$ cat config.mk
export PLATFORM = sky130hd
export DESIGN_NAME = fabric_bus_arbiter
export DESIGN_NICKNAME = d
export VERILOG_FILES = /design/src/rtl/fabric_bus_arbiter.sv
export SDC_FILE = /design/constraint.sdc
export NUM_CORES = 1
export LEC_CHECK = 0
export CORE_MARGIN = 5
export CORE_UTILIZATION = 40
export DETAILED_ROUTE_END_ITERATION = 8
export DONT_BUFFER_PORTS = 1
export GPL_ROUTABILITY_DRIVEN = 1
export GPL_TIMING_DRIVEN = 0
export PLACE_DENSITY_LB_ADDON = 0.3
export SYNTH_ARGS = -nofsm -noshare
export SYNTH_HDL_FRONTEND = slang
export SYNTH_SLANG_ARGS = --single-unit
$ cat constraint.sdc
create_clock -name CLK_B -period 2.85 [get_ports CLK_B]
set_input_delay 0.57 -clock CLK_B [delete_from_list [all_inputs] [get_ports CLK_B]]
set_output_delay 0.57 -clock CLK_B [all_outputs]
set_load 0.05 [all_outputs]
$ cat src/rtl/fabric_bus_arbiter.sv
// Round-robin owner arbiter for the shared fabric data bus (EN grant, turnaround, owner number).
// Optional ownership watchdog: define FABRIC_ARB_WDT_EN.
module fabric_bus_arbiter #(
  parameter int N_UNITS    = 4,
  parameter int START_WAIT = 8,
  parameter int WDT_CYCLES = 256
) (
  input  logic               CLK_B,
  input  logic               RESET,
  input  logic [N_UNITS-1:0] REQUEST,
  input  logic               BUSY_line_MASTER,
  output logic [N_UNITS-1:0] EN,
  output logic [3:0]         NUMBER_UNIT,
  output logic               GRANT_VALID,
  output logic               ABANDON,
  output logic               WDT_ERR
);

  typedef enum logic [1:0] {
    S_IDLE,
    S_GRANT,
    S_OWN,
    S_RELEASE
  } state_t;

  state_t               r_state;
  state_t               w_state_next;
  logic [N_UNITS-1:0]   r_en;
  logic [N_UNITS-1:0]   w_en_next;
  logic [3:0]           r_num;
  logic [3:0]           w_num_next;
  logic                 r_gv;
  logic                 w_gv_next;
  logic                 r_abandon;
  logic                 w_abandon_next;
  logic [7:0]           r_wait;
  logic [7:0]           w_wait_next;
  logic [3:0]           r_last;
  logic [3:0]           w_last_next;
  logic                 w_release;
  logic [15:0]          w_req16;
  logic [3:0]           w_winner;
  logic [N_UNITS-1:0]   w_onehot;

`ifdef FABRIC_ARB_WDT_EN
  localparam int WDT_W = $clog2(WDT_CYCLES + 1);
  logic [WDT_W-1:0]     r_wdt_cnt;
  logic [WDT_W-1:0]     w_wdt_cnt_next;
  logic                 r_wdt_err;
  logic                 w_wdt_err_next;
`endif

  // Search order starts just after the previous owner and wraps modulo N_UNITS.
  function automatic logic [3:0] f_pick(input logic [15:0] req, input logic [3:0] last);
    logic       found;
    logic [3:0] win;
    logic [4:0] cand;
    found = 1'b0;
    win   = last;
    for (int i = 1; i <= N_UNITS; i++) begin
      cand = {1'b0, last} + 5'(i);
      if (cand >= 5'(N_UNITS)) cand = cand - 5'(N_UNITS);
      if (!found && req[cand[3:0]]) begin
        found = 1'b1;
        win   = cand[3:0];
      end
    end
    return win;
  endfunction

  assign w_req16  = 16'(REQUEST);
  assign w_winner = f_pick(w_req16, r_last);

  for (genvar gi = 0; gi < N_UNITS; gi++) begin : g_onehot
    assign w_onehot[gi] = (w_winner == 4'(gi));
  end

  always_comb begin
    w_state_next   = r_state;
    w_en_next      = r_en;
    w_num_next     = r_num;
    w_gv_next      = r_gv;
    w_abandon_next = 1'b0;
    w_wait_next    = r_wait;
    w_last_next    = r_last;
    w_release      = 1'b0;
`ifdef FABRIC_ARB_WDT_EN
    w_wdt_cnt_next = r_wdt_cnt;
    w_wdt_err_next = r_wdt_err;
`endif
    case (r_state)
      S_IDLE: begin
        if (|REQUEST) begin
          w_en_next    = w_onehot;
          w_num_next   = w_winner;
          w_gv_next    = 1'b1;
          w_wait_next  = '0;
          w_state_next = S_GRANT;
        end
      end
      S_GRANT: begin
        if (BUSY_line_MASTER) begin
          w_state_next = S_OWN;
`ifdef FABRIC_ARB_WDT_EN
          w_wdt_cnt_next = '0;
`endif
        end else if (!w_req16[r_num]) begin
          w_release = 1'b1;
        end else if (r_wait == 8'(START_WAIT - 1)) begin
          w_release      = 1'b1;
          w_abandon_next = 1'b1;
        end else begin
          w_wait_next = r_wait + 8'd1;
        end
      end
      S_OWN: begin
        if (!BUSY_line_MASTER) begin
          w_release = 1'b1;
        end
`ifdef FABRIC_ARB_WDT_EN
        else if (r_wdt_cnt == WDT_W'(WDT_CYCLES - 1)) begin
          w_release      = 1'b1;
          w_wdt_err_next = 1'b1;
        end else begin
          w_wdt_cnt_next = r_wdt_cnt + 1'b1;
        end
`endif
      end
      S_RELEASE: begin
        w_state_next = S_IDLE;
      end
      default: begin
        w_state_next = S_IDLE;
      end
    endcase
    // Every exit from ownership funnels through the one-cycle turnaround.
    if (w_release) begin
      w_en_next    = '0;
      w_gv_next    = 1'b0;
      w_last_next  = r_num;
      w_state_next = S_RELEASE;
    end
  end

  always_ff @(posedge CLK_B) begin
    if (RESET) begin
      r_state   <= S_IDLE;
      r_en      <= '0;
      r_num     <= '0;
      r_gv      <= 1'b0;
      r_abandon <= 1'b0;
      r_wait    <= '0;
      r_last    <= 4'(N_UNITS - 1);
`ifdef FABRIC_ARB_WDT_EN
      r_wdt_cnt <= '0;
      r_wdt_err <= 1'b0;
`endif
    end else begin
      r_state   <= w_state_next;
      r_en      <= w_en_next;
      r_num     <= w_num_next;
      r_gv      <= w_gv_next;
      r_abandon <= w_abandon_next;
      r_wait    <= w_wait_next;
      r_last    <= w_last_next;
`ifdef FABRIC_ARB_WDT_EN
      r_wdt_cnt <= w_wdt_cnt_next;
      r_wdt_err <= w_wdt_err_next;
`endif
    end
  end

  assign EN          = r_en;
  assign NUMBER_UNIT = r_num;
  assign GRANT_VALID = r_gv;
  assign ABANDON     = r_abandon;

`ifdef FABRIC_ARB_WDT_EN
  assign WDT_ERR = r_wdt_err;
`else
  // Without the watchdog ownership is unbounded and the flag is constant low.
  assign WDT_ERR = 1'b0 & (WDT_CYCLES > 0);
`endif

endmodule

# --- Yosys cells after proc, flatten, opt, wreduce, memory -nomap -nowiden ---
# Cells that the tools add are included.
classes:
  add_sub_neg: 9
  n_lt_le_gt_ge: 9
  n_eq_ne: 13
  n_mux: 35
  n_bitwise: 2
  n_reduce_logical: 16
op_table:
  columns: ["op", "n"]
  rows:
  - ["$mux W4", 8]
  - ["$mux W8", 4]
  - ["$lt A4 B5 Y1 const B", 5]
  - ["$bmux W1 S4", 5]
  - ["$ge A5 B3 Y1 const B", 4]
  - ["$pmux W8 S2", 1]
  - ["$sub A4 B3 Y4 const B", 4]
  - ["$mux W1", 12]
  - ["$add A4 B2 Y5 const B", 2]
  - ["$add A8 B1 Y8 const B", 1]
  - ["$eq A4 B2 Y1 const B", 2]
  - ["$eq A8 B3 Y1 const B", 1]
  - ["$ne A2 B2 Y1 const B", 4]
  - ["$reduce_or A4 Y1", 2]
  - ["$mux W2", 3]
  - ["$ne A3 B3 Y1 const B", 2]
  - ["$pmux W2 S3", 1]
  - ["$add A4 B1 Y5 const B", 1]
  - ["$add A4 B3 Y5 const B", 1]
  - ["$reduce_and A5 Y1", 1]
  - ["$eq A2 B2 Y1 const B", 2]
  - ["$eq A4 B1 Y1 const B", 1]
  - ["$logic_not A4 Y1", 1]
  - ["$reduce_bool A4 Y1", 1]
  - ["10 further kinds", 15]
word_totals:
  ff_bits: 24
  in_bits: 7
  output_inout_bits: 11
  wordCells: 91

# --- Longest topological paths before layout ---
# Gate-level depths: netlist of the first run.
depth:
  depth_word: 16
  ltp_mapped: 12
  mapped_depth_nobuf: 11

# --- Worst setup path before layout of the first run ---
# Ideal clock, no wire load.
synth_timing:
  kind: "register -> register"
  from: "reg r_last[0]"
  to: "reg r_en[1] (netlist: EN[1])"
  setup_time_ns: 0.087
  arrival_ns: 2.566
  required_ns: 2.763
  setup_slack_ns: 0.197
  path_stages_with_launch: 13
  n_path_buf: 1
  path_cell_list: "dfxtp_1 > buf_6 > inv_2 > ha_1 > xor2_1 > inv_1 > ha_1 > a2bb2oi_1 > o2bb2ai_1 > o211a_1 > a221o_2 > or3b_1 > o31ai_1"
synth_between:
  elab_chain_cells: 16
  word_cells_on_any_way: 38
synth_lines:
  columns: ["item", "line_no", "rtl"]
  rows:
  - ["start, declared", "38", "logic [3:0] r_last;"]
  - ["start signal, assigned", "153", "r_last <= 4'(N_UNITS - 1);"]
  - ["start signal, assigned", "165", "r_last <= w_last_next;"]
  - ["$add A4 B1 Y5", "61", "cand = {1'b0, last} + 5'(i);"]
  - ["$sub A4 B3 Y4 / $ge A5 B3 Y1 (equally long branches)", "62", "if (cand >= 5'(N_UNITS)) cand = cand - 5'(N_UNITS);"]
  - ["$mux W4", "62", null]
  - ["$bmux W1 S4", "63", "if (!found && req[cand[3:0]]) begin"]
  - ["$mux W1 (not written as such)", "63", null]
  - ["$mux W1", "63", null]
  - ["$logic_not A1 Y1", "63", null]
  - ["$logic_and A1 B1 Y1", "63", null]
  - ["$mux W1", "63", null]
  - ["$logic_not A1 Y1", "63", null]
  - ["$logic_and A1 B1 Y1", "63", null]
  - ["$mux W1", "63", null]
  - ["$logic_not A1 Y1", "63", null]
  - ["$logic_and A1 B1 Y1", "63", null]
  - ["$mux W4 *", "63", null]
  - ["$eq A4 B1 Y1 *", "75", "assign w_onehot[gi] = (w_winner == 4'(gi));"]
  - ["end signal, assigned", "160", "r_en <= w_en_next;"]
  - ["end, declared", "28", "logic [N_UNITS-1:0] r_en;"]
# Every way passes the cells marked *; elsewhere a longest branch is shown, timed or not. The select of a mux whose other input is x is not followed.
# A chain may end at the register's enable or synchronous reset.

# --- Final worst setup path of the first run ---
layout_timing:
  from: "reg r_last[0]"
  to: "reg r_en[3] (netlist: EN[3])"
layout_between:
  elab_chain_cells: 16
  word_cells_on_any_way: 38
layout_lines:
  columns: ["item", "line_no"]
  rows:
  - ["$add A4 B1 Y5", "61"]
  - ["$sub A4 B3 Y4 / $ge A5 B3 Y1 (equally long branches)", "62"]
  - ["$mux W4", "62"]
  - ["$bmux W1 S4", "63"]
  - ["$mux W1 (not written as such)", "63"]
  - ["$mux W1", "63"]
  - ["$logic_not A1 Y1", "63"]
  - ["$logic_and A1 B1 Y1", "63"]
  - ["$mux W1", "63"]
  - ["$logic_not A1 Y1", "63"]
  - ["$logic_and A1 B1 Y1", "63"]
  - ["$mux W1", "63"]
  - ["$logic_not A1 Y1", "63"]
  - ["$logic_and A1 B1 Y1", "63"]
  - ["$mux W4 *", "63"]
  - ["$eq A4 B2 Y1 *", "75"]
# Marks and branches as above.

==> results of run 1 <==
## what timing repair did
action | CTS | global route
pin swaps | 0 | 1
setup buffers | 0 | 4
gates resized for setup | 3 | 3
setup endpoints to repair | 7 | 6
## Yosys cell counts (5+ instances only)
master / instances / area share (%)
nand3_1: 8 / 2.2
or4_1: 5 / 2.0
mux2i_1: 5 / 2.7
inv_1: 13 / 2.6
a21oi_1: 17 / 4.6
nand2_1: 14 / 2.8
o21ai_0: 7 / 1.9
ha_1: 19 / 13
nor2_1: 11 / 2.2
o31ai_1: 9 / 3.7
dfxtp_1: 24 / 26
## through the flow
| step | instances | util (%) | setup TNS (ns) | total power [W] | setup WS, ns |
|---|---|---|---|---|---|
| 2_1_floorplan | 211 | - | 0 | 0.00133 | 0.197 |
| 3_3_place_gp | 263 | 43.4 | -0.189 | 0.00150 | -0.0962 |
| 3_5_place_dp | 263 | 43.4 | -0.524 | 0.00151 | -0.163 |
| 4_1_cts | 267 | 45.1 | 0 | 0.00182 | 0.0205 |
| 5_1_grt | 271 | 46.1 | -0.00327 | 0.00199 | -0.00327 |
| 6_report | 271 | 46.1 | 0 | 0.00184 | 0.131 |
## layer usage
layer  GRT usage (%)  wire, um  vias to the layer above
li1                -         -                      814
met1            18.3      1970                      756
met2            21.7      1800                       25
met3            4.98       236                        6
met4            2.36        37                        0
met5               0         0                        -
## layout make-up
class	instances	area, um^2
buffer	8	55.1
clock buffer	3	41.3
clock inverter	1	30.0
fill	434	2380
inverter	14	52.6
multi-input combinational	165	1270
sequential	24	488
tap	52	65.1
timing repair buffer	4	30.0
## sequential cells by signal, summed over array words and instances, names as in the netlist
register / flops
r_wait: 8
r_state: 2
GRANT_VALID: 1
r_last: 4
NUMBER_UNIT: 4
EN: 4
ABANDON: 1
## worst max-delay path: cells and delay by family (launching register included)
family,cells,cell delay [ns]
compound gates,5,0.95
xor+xnor,1,0.19
fa+ha+maj,2,0.44
buf+inv,3,0.31
flops,1,0.36
simple gates,1,0.38
## power by group
part	internal (W)	switching (W)
logic	0.000382	0.000535
clock network	0.000188	0.000108
registers	0.000405	0.000222
total	0.000975	0.000865
## cells by family (layout without fill, tap and decap cells)
group                      count (synthesis)  count (layout)
buffers and inverters                     22              30
xor gates and xnor gates                   6               6
DFF                                       24              24
muxes                                     10              10
and+or+nand+nor                           63              63
other                                      1               1
adders and majority gates                 19              19
AOI/OAI and AO/OA                         66              66
## cell usage in the layout (no fill, tap or decap), drive strengths merged, types with 5 or more instances in the layout
cell	instances
nand3	8
dfxtp	24
o31ai	9
a21oi	18
ha	19
mux2i	5
or4	5
nand2	14
inv	14
buf	11
nor2	11
o21ai	9
## worst paths after layout
| check | startpoint | to | slack, ns | depth (start not counted) |
|---|---|---|---|---|
| hold / removal | BUSY_line_MASTER | ABANDON | 0.38 | 1 |
| setup reg to reg | r_last[0] | EN[3] | 0.13 | 12 |
| setup / recovery | r_last[0] | EN[3] | 0.13 | 12 |
| hold reg to reg | r_wait[1] | r_wait[1] | 0.48 | 2 |
==> impl_metrics.ini, run 1 <==
[run_status]
status = completed

[global_route]
grt_max_degree = 15
grt_usage_pct = 13.7
antenna_found_initial = 0
grt_pass1_vias = 1520
grt_pass1_wl_mm = 6.99
overflow = 0

[clock_tree]
clkTransAtPathRegs_ns = 0.09
clock_path_buffers = 2
clock-sinks = 24
clkLatencyLatePin_ns = 0.27
htree_levels = 1
clock-root-buffer = clkbuf_8
cts_buffers = 3
cts_tree = yes
ctsHoldBuffers = 0

[drt]
avgRoutedWirePerCell_um = 14.9
antenna_left = 0
routed_wl_mm = 4.04
drt_pass1_iterations = 5
drt_iter0_drc = 90
vias = 1601
viasPerCell = 5.91
route.detailed.drc = 0

[cells_and_area]
layout-drive-gt1-share_pct = 16.9
nets = 246
n_antenna_cell = 0
final_area_mm2 = 0.00204
syn_to_final_growth_pct = 10.1

[worst_hold_path]
hold_class = in -> reg

[synthesis]
synth-adder-area-share_pct = 12.9
synth.area.mux_share_pct = 6.97
async_flop_share_pct = 0
syn_nets = 237
synth_compound_area_share_pct = 26.6
synthSimpleGateAreaFrac_pct = 18.7
syn_area_mm2 = 0.00185
postSynthAreaPerCell_um2 = 8.76
ys_types = 58
netlist_instances = 211
ys_dominant_reg_cell = dfxtp_1
ys.warnings.count = 0
synth_top_family_by_area = compound AO/OA/AOI/OAI gates
ys_seq_elements = 24
yosysSeqAreaShare_pct = 26.0
synth-edff-count = 0
synth-xor-area-share_pct = 2.84

[flow_run]
drv_cap = 0

[timing]
finalSetupViolCount = 0
fin_worst_hold_slack_ns = 0.379
worstMarginPinSlew_ns = 0.700
fin_skew_ns = 0.00834
fmax_mhz = 368
fin_crit_sh_pct = 95.4
min_period_ns = 2.72
drv_slew = 0
hold_violations = 0
max_slew_margin_pct = 53.3

[floorplanning]
row_count = 24
die_y_um = 78.0
initial_core_util_pct = 41.9
io_pins = 18
core_area_mm2 = 0.00441
die-area_mm2 = 0.00608
die_w_um = 78.0

[setup_path]
setup.worst_path.start_class = register
cp_cell_sequence = buf_6, inv_2, ha_1, xor2_2, inv_1, ha_1, a2bb2oi_1, o2bb2ai_1, o211a_1, a221o_2, or3b_1, o31ai_1
path_common_cell = ha_1
path_class = reg -> reg
crit_path_top_delay_cell = or3b_1
crit_fanout = 10
slowest_delay_ns = 0.38
cp.arrival_ns = 2.90
endpoint_kind = register
required_ns = 3.03

[power]
leakage_nw = 0.786
ir_worst_vdd_mv = 0.391
power.density_mw_per_mm2 = 903

[placement]
dp_hpwl_mm = 3.14
gp_congestion = 0.791
placed_area_mm2 = 0.00191
io_buffers = 0
Power figures use the tool's default switching activity.
==> inputs of run 2 (changes only) <==
==> constraint.sdc (replaced) <==
create_clock -name CLK_B -period 2.85 [get_ports CLK_B]
set_input_delay 0.4275 -clock CLK_B [delete_from_list [all_inputs] [get_ports CLK_B]]
set_output_delay 0.4275 -clock CLK_B [all_outputs]
set_load 0.05 [all_outputs]
==> results of run 2 <==
Same layout as run 1 (identical final DEF). Status: completed.
Main changes from that run: hold slack 0.379 ns -> 0.237 ns
==> inputs of run 3 (changes only) <==
--- a/config.mk
+++ b/config.mk
@@ -11,7 +11,7 @@
 export DONT_BUFFER_PORTS = 1
 export GPL_ROUTABILITY_DRIVEN = 1
 export GPL_TIMING_DRIVEN = 0
-export PLACE_DENSITY_LB_ADDON = 0.3
+export PLACE_DENSITY = 0.62
 export SYNTH_ARGS = -nofsm -noshare
 export SYNTH_HDL_FRONTEND = slang
 export SYNTH_SLANG_ARGS = --single-unit
==> run 3 against run 2 <==
Net effect:
- sequential power about the same
- combinational power down 0.9%
- sequential share of layout area up 0.21 points
- register-to-register slack worse by 0.02 ns
- die area unchanged
- via count down 1.2%
- utilization down 0.40 points
- setup slack worse by 0.015 ns
- critical path type unchanged
- largest cell class unchanged
==> impl_metrics.ini, run 3 (synthesis results as in run 1) <==
[cells_and_area]
layout-drive-gt1-share_pct = 16.1
nets = 244
final_cell_mix = dfxtp_1 (22), ha_1 (18), a21oi_1 (17), nand2_1 (14), inv_1 (13)
largest-register = r_wait
fin_cells = 269
syn_to_final_growth_pct = 9.13
n_antenna_cell = 0
final_common_cell = dfxtp_1
largest_reg_flops = 8

[placement]
place_ws_ns = -0.138
dp_hpwl_mm = 3.06
io_buffers = 0
numPlacedInstances = 263
gp_congestion = 0.752

[drt]
viasPerCell = 5.88
antenna_left = 0
route.detailed.drc = 0
drt_iter0_drc = 59
drt_pass1_iterations = 4
vias = 1581
avgRoutedWirePerCell_um = 14.9
routed_wl_mm = 4.02

[global_route]
grt_pass1_vias = 1455
grt_pass1_wl_mm = 6.84
grt_max_degree = 15
grt_usage_pct = 13.4
overflow = 0
antenna_found_initial = 0

[setup_path]
required_ns = 3.04
setup.worst_path.start_class = register
rr_worst_depth = 12
crit_path_top_delay_cell = or3b_1
cp_cell_sequence = buf_6, inv_2, ha_2, xor2_2, inv_1, ha_1, nor2_1, o211a_1, buf_4, and3_4, or3b_1, o31ai_1
endpoint_kind = register
r2r_start = r_last[0]
path_class = reg -> reg
reg2reg_slack_ns = 0.12
cp.arrival_ns = 2.92
crit_fanout = 10
r2r-end = EN[1]
slowest_delay_ns = 0.41

[run_status]
status = completed

[timing]
drv_slew = 0
max_slew_margin_pct = 54.3
setup_slack_ns = 0.116
fmax_mhz = 366
hold_violations = 0
min_period_ns = 2.73
fin_crit_sh_pct = 95.9
fin_skew_ns = 0.00881
finalSetupViolCount = 0
rsz0062_at_grt = yes
worstMarginPinSlew_ns = 0.684

[clock_tree]
clkTransAtPathRegs_ns = 0.09
clkLatencyLatePin_ns = 0.27
clock-sinks = 24
htree_levels = 1
cts_tree = yes
cts_buffers = 3
clock_path_buffers = 2
clock-root-buffer = clkbuf_8

[floorplanning]
die_w_um = 78.0
die_y_um = 78.0
initial_core_util_pct = 41.9
die-area_mm2 = 0.00608
io_pins = 18
core_area_mm2 = 0.00441
row_count = 24

[worst_hold_path]
whs_path_depth = 1
hold_class = in -> reg
min_from = BUSY_line_MASTER
worst_hold_path.endpoint = ABANDON

[power]
ir_worst_vdd_mv = 0.372
power.density_mw_per_mm2 = 910
leakage_nw = 0.772

[flow_run]
drv_cap = 0
run 3: cell count changes in the layout (fill, tap and decap cells not counted), sizes merged:
cell  change
buf       -2
run 3: metal layers:
layer  vias up  track usage, %  wire length [um]
met3         2            4.40               229
met1       745            18.9              2040
met2        28            20.5              1740
met4         0            1.52                12
met5         -               0                 0
li1        806               -                 -
run 3: metrics by stage:
| step | util (%) | power (W) | area (um^2) | TNS [ns] | hold WS [ns] |
|---|---|---|---|---|---|
| finish | 45.7 | 0.00184 | 2020 | 0 | 0.245 |
| global route | 45.7 | 0.00199 | 2020 | -0.0988 | 0.230 |
| CTS | 45.1 | 0.00183 | 1990 | 0 | 0.235 |
| detailed placement | 43.4 | 0.00152 | 1910 | -0.349 | 0.467 |
| global placement | 43.4 | 0.00151 | 1910 | -0.391 | 0.469 |
| floorplan | - | 0.00133 | 1850 | 0 | 0.449 |
run 3: cell type report:
cell class	count	area, um^2
buffer	8	55.1
clock buffer	3	41.3
clock inverter	1	30.0
fill	432	2400
inverter	14	52.6
multi-input combinational	165	1270
sequential	24	488
tap	52	65.1
timing repair buffer	2	15.0
run 3: report_power, final:
| group | leakage [nW] | switching (W) | internal [W] | total [W] |
|---|---|---|---|---|
| registers | 0.195 | 0.000222 | 0.000405 | 0.000627 |
| clock network | 0.0357 | 0.000113 | 0.000188 | 0.000301 |
| logic | 0.542 | 0.000535 | 0.000374 | 0.000909 |
| total | 0.772 | 0.000871 | 0.000966 | 0.00184 |
run 3: worst max path at each step:
stage | depth (start not counted) | startpoint | slack, ns | to
global placement | 12 | r_last[0] | -0.14 | EN[3]
CTS | 12 | r_last[0] | 0.04 | EN[3]
finish | 12 | r_last[0] | 0.12 | EN[1]
detailed placement | 12 | r_last[0] | -0.14 | EN[3]
floorplan | 12 | r_last[0] | 0.20 | EN[1]
global route | 12 | r_last[0] | -0.05 | EN[1]
run 3: repair_timing:
item                                    in CTS  in global routing
setup buffers                                0                  2
pin swaps                                    0                  1
hold endpoints to repair                     0                  0
hold buffers                                 0                  0
endpoints found under the setup margin       7                  6
resized for setup                            3                  3
cloned                                       0                  0
run 3: critical path, delay by kind of cell, from the launching register on:
kind            cells  cell delay, ns
flops               1            0.38
xor+xnor            1            0.18
fa+ha+maj           2            0.53
buf+inv             4            0.46
simple gates        3            0.63
compound gates      2            0.49
